<file path="src/rtl/dmem_stall.sv">
// dmem_stall: wait-state data memory with a req/ready handshake, byte write strobes and
// out-of-range error reporting. One transaction in flight at a time.
module dmem_stall #(
  parameter int unsigned DATA_W = 32,
  parameter int unsigned DEPTH  = 64,
  parameter int unsigned WAIT   = 2
) (
  input  logic                clk,
  input  logic                reset,
  input  logic                req,
  input  logic                we,
  input  logic [DATA_W/8-1:0] be,
  input  logic [31:0]         addr,
  input  logic [DATA_W-1:0]   wdata,
  output logic [DATA_W-1:0]   rdata,
  output logic                ready,
  output logic                err,
  output logic                busy
);

  localparam int unsigned NB   = DATA_W / 8;
  localparam int unsigned OFF  = $clog2(NB);
  localparam int unsigned IDXW = $clog2(DEPTH);
  // One bit wider than the address so the byte limit itself never overflows.
  localparam logic [32:0] LIMIT = 33'(DEPTH * NB);

  typedef enum logic [1:0] {StIdle, StBusy, StDone} state_e;

  state_e              state_q;
  logic [3:0]          cnt_q;
  logic                we_q;
  logic [NB-1:0]       be_q;
  logic [31:0]         addr_q;
  logic [DATA_W-1:0]   wdata_q;
  logic [DATA_W-1:0]   mem [DEPTH];

  logic                in_range;
  logic [IDXW-1:0]     idx;
  logic                access;

  assign in_range = ({1'b0, addr_q} < LIMIT);
  assign idx      = addr_q[OFF +: IDXW];
  // The access edge: last BUSY cycle once the wait counter has drained.
  assign access   = (state_q == StBusy) && (cnt_q == 4'd0);
  assign busy     = (state_q == StBusy);

  // Handshake FSM with registered ready/err/rdata; captures the request at accept.
  always_ff @(posedge clk) begin
    if (reset) begin
      state_q <= StIdle;
      cnt_q   <= 4'd0;
      we_q    <= 1'b0;
      be_q    <= '0;
      addr_q  <= '0;
      wdata_q <= '0;
      ready   <= 1'b0;
      err     <= 1'b0;
      rdata   <= '0;
    end else begin
      ready <= 1'b0;
      err   <= 1'b0;
      case (state_q)
        StIdle, StDone: begin
          if (req) begin
            we_q    <= we;
            be_q    <= be;
            addr_q  <= addr;
            wdata_q <= wdata;
            cnt_q   <= 4'(WAIT);
            state_q <= StBusy;
          end else begin
            state_q <= StIdle;
          end
        end
        StBusy: begin
          if (cnt_q != 4'd0) begin
            cnt_q <= cnt_q - 4'd1;
          end else begin
            state_q <= StDone;
            ready   <= 1'b1;
            err     <= ~in_range;
            // Writes and faulting accesses present zero in the ready cycle.
            rdata   <= (!we_q && in_range) ? mem[idx] : '0;
          end
        end
        default: state_q <= StIdle;
      endcase
    end
  end

  // Byte-lane write at the access edge; storage itself is never reset.
  always_ff @(posedge clk) begin
    if (!reset && access && we_q && in_range) begin
      for (int i = 0; i < int'(NB); i++) begin
        if (be_q[i]) begin
          mem[idx][8*i +: 8] <= wdata_q[8*i +: 8];
        end
      end
    end
  end

endmodule

</file>
<file path="config.mk">
export PLATFORM = sky130hd
export DESIGN_NAME = dmem_stall
export DESIGN_NICKNAME = d
export VERILOG_FILES = /design/src/rtl/dmem_stall.sv
export SDC_FILE = /design/constraint.sdc
export NUM_CORES = 2
export LEC_CHECK = 0
export CORE_MARGIN = 5
export CORE_UTILIZATION = 40
export CTS_CLUSTER_DIAMETER = 200
export CTS_CLUSTER_SIZE = 25
export DETAILED_ROUTE_END_ITERATION = 8
export GPL_TIMING_DRIVEN = 0
export PLACE_DENSITY = 0.58
export SLEW_MARGIN = 20
export SYNTH_ARGS = -nofsm -noshare
export SYNTH_HDL_FRONTEND = slang
export SYNTH_SLANG_ARGS = --single-unit
</file>
<file path="constraint.sdc">
create_clock -name clk -period 2.7 [get_ports clk]
set_clock_uncertainty 0.1 [all_clocks]
set_input_delay 0.405 -clock clk [delete_from_list [all_inputs] [get_ports clk]]
set_output_delay 0.405 -clock clk [all_outputs]
set_load 0.05 [all_outputs]
</file>
==> key figures <==
Outcome
  – Status: finished with violations
  – Failing checks: negative setup slack

Logic synthesis
  – Top cell type's share of synthesized area: 73.7%
  – Ranking of synthesized cells by area: edfxtp_1, mux4_2, dfxtp_1
  – Synth cell types: 67
  – Post-synth EDFFs: 2048
  – Synthesized net count: 4368
  – Post-synth ARST share: 0%
  – Avg Synthesized Cell Area: 19.4 um^2
  – Post-synthesis cell count: 4295
  – Top_reg_cell synth: edfxtp_1
  – Area of the mapped netlist: 0.0834 mm^2
  – Most common cell in the netlist: edfxtp_1
  – Sequential area share after synthesis: 76.4%
  – Yosys top cell by area: edfxtp_1
  – Post-synth top cells: edfxtp_1, mux4_2, nand2_1, nor2_1, mux2i_1
  – #FFs+latches synth: 2161
  – Synth warn: 0

Cells and area
  – Design Area, Final: 0.106 mm^2
  – Multi-input logic area: 0.0221 mm^2
  – Final Net Count: 5150
  – Final cell count without fillers: 7960
  – Area Overhead vs Synth: 27.5%
  – Fin util: 51.3%
  – Share of cells above drive strength 1: 38.4%
  – Register area: 0.0639 mm^2
  – Fillcell total: 16400

Timing
  – RSZ-0062 raised after global routing: yes
  – Sum Neg Setup Slack: -3530 ps
  – Max-slew violations: 0
  – Final worst path period share: 107%
  – Slew headroom: 32.2%
  – Final setup violation count: 89
  – Time the worst path needs with I/O delays and setup: 2890 ps
  – Final setup margin: -186 ps
  – FMAX: 347 MHz
  – Fin. Hold Viols: 0
  – Worst-margin pin slew: 1020 ps

Placed design
  – Post-Place Cells: 7238
  – Dpl cell area: 0.0895 mm^2
  – PortBufs: 103
  – Hpwl dp: 241000 um
  – RD Place Congestion: 1.03

Worst hold path
  – Worst hold path type: primary input to register
  – Worst hold path depth: 3

Global route
  – Gr usage total: 33.6%
  – Vias in the first global route: 47600
  – GR Overflow Total: 0
  – Initial antenna violation count: 24
  – First-pass GRT wire length: 474000 um
  – Pin count of the biggest net entering global routing: 66

CTS
  – H-tree levels: 3
  – Clock root cell: clkbuf_16
  – Clk pin slew, worst setup/hold paths: 120 ps
  – CTS tree: built
  – CTS Buf Count: 96
  – Clock buffer depth: 3
  – Skew-Pair Late Insertion Delay: 850 ps
  – CTS Sinks: 2161

Pwr
  – P_leak: 34.4 nW
  – Worst VDD drop: 0.585 mV
  – Design Power: 0.0615 W
  – Power per cell area: 578 mW/mm^2

Die
  – Core region area: 0.207 mm^2
  – Die X: 467 um
  – Row Count: 167
  – DIE HEIGHT: 467 um
  – Io pins: 107
  – Die Area: 0.218 mm^2
  – Initial Util: 40.2%

Critical path
  – Max Fanout on Critical Path: 7
  – Critical Path AT: 3550 ps
  – CP Capture Type: register
  – R2R cell count: 9
  – Critical Path RT: 3360 ps
  – CP Launch Type: register
  – Setup CP Type: register to register

Routing
  – Routed vias: 53000
  – DR WL/cell: 47.4 um
  – Iter 0 DRT Violations: 10100
  – Post-DRT Antenna Nets: 0
  – Vias per cell: 6.66
  – Pre-antenna DRT Iters: 6
  – Remaining DRCs: 0
  – Routed WL: 378000 um

Flow run
  – MaxCap Viol Count: 0
where the power goes:
part / switching [W] / leakage (nW) / total [W] / internal (W)
logic: 0.00428 / 12.2 / 0.00669 / 0.00241
registers: 0.000371 / 20.9 / 0.0371 / 0.0367
clock network: 0.0108 / 1.32 / 0.0177 / 0.00691
cell type report:
class / instances / share of cell area, %
well taps: 2788 / 3.28
multi-input cells: 1869 / 20.8
clock inverters: 7 / 0.0894
repair buffers: 708 / 9.83
plain buffers: 231 / 3.36
flip-flops and latches: 2161 / 60.0
inverters: 10 / 0.0600
clock buffers: 166 / 2.52
diodes: 20 / 0.0470
through the flow:
stage / hold WS [ps] / worst slack (ps)
2_1_floorplan: 336 / -132
3_3_place_gp: 344 / -4090
3_5_place_dp: 339 / -2510
4_1_cts: 7.04 / -530
5_1_grt: 11.5 / -110
6_report: 10.1 / -186
layer usage:
metal  track usage [%]  vias to the layer above  part of all wire, %
met5              1.65                        -                 0.24
met4              23.0                       17                  8.9
met3              14.1                     1247                   16
met2              46.9                     5050                   41
met1              42.5                    27600                   34
li1                  -                    19000                    -
state kept, by name, indices dropped and copies added (netlist names), named ones only:
register	cells
wdata_q	32
rdata	32
we_q	1
cnt_q	4
be_q	4
mem	2048
ready	1
err	1
addr_q	30
state_q	2
final timing paths:
kind,from,endpoint,slack (ps)
max,register,rdata[27],-190
min,wdata[22],wdata_q[22],10
max reg2reg,register,rdata[27],-190
min reg2reg,rdata[19],rdata[19],360
cells in the final DEF (no fill, tap or decap), types with 24 or more instances in the layout:
cell,netlist,layout
edfxtp_1,2048,2048
mux4_2,449,450
buf_12,0,352
nor2_4,0,268
nand2_1,343,253
buf_4,31,214
mux2i_1,160,145
clkbuf_16,0,110
a21oi_1,125,110
clkdlybuf4s50_1,0,92
clkbuf_1,100,86
buf_16,0,79
dfxtp_1,113,75
a22oi_1,97,73
buf_6,20,58
nand2_2,1,54
buf_8,1,41
nand3_1,40,33
nand2_4,0,31
nor2_1,304,29
dfxtp_4,0,29
a22oi_2,0,24
critical path, stage by stage, from the launching register on:
cell and delay (ps):
dfxtp_1 360, buf_8 170, buf_12 180, buf_16 240, buf_16 210, nor2_4 110
nand2_1 270, o22ai_1 170, o41ai_4 660, a22o_1 220
cells by family (layout without fill, tap and decap cells):
kind of cell / after synthesis / after routing / synth area share, %
AO/OA/AOI/OAI: 426 / 426 / 3.39
adder cells (fa/ha/maj): 1 / 1 / 0.0150
buffers and inverters: 266 / 1122 / 1.71
flip-flops: 2161 / 2161 / 76.4
multiplexers: 623 / 623 / 14.3
other: 0 / 20 / 0
AND/OR/NAND/NOR: 818 / 819 / 4.17
timing repair:
item / 4_1_cts / 5_1_grt
endpoints found under the hold margin: 3 / 0
setup buffers: 309 / 234
hold buffers: 1 / 0
cloned: 7 / 7
pin swaps: 182 / 200
gates resized for setup: 1329 / 295
setup endpoints to repair: 2088 / 2084
Power figures use the tool's default switching activity.
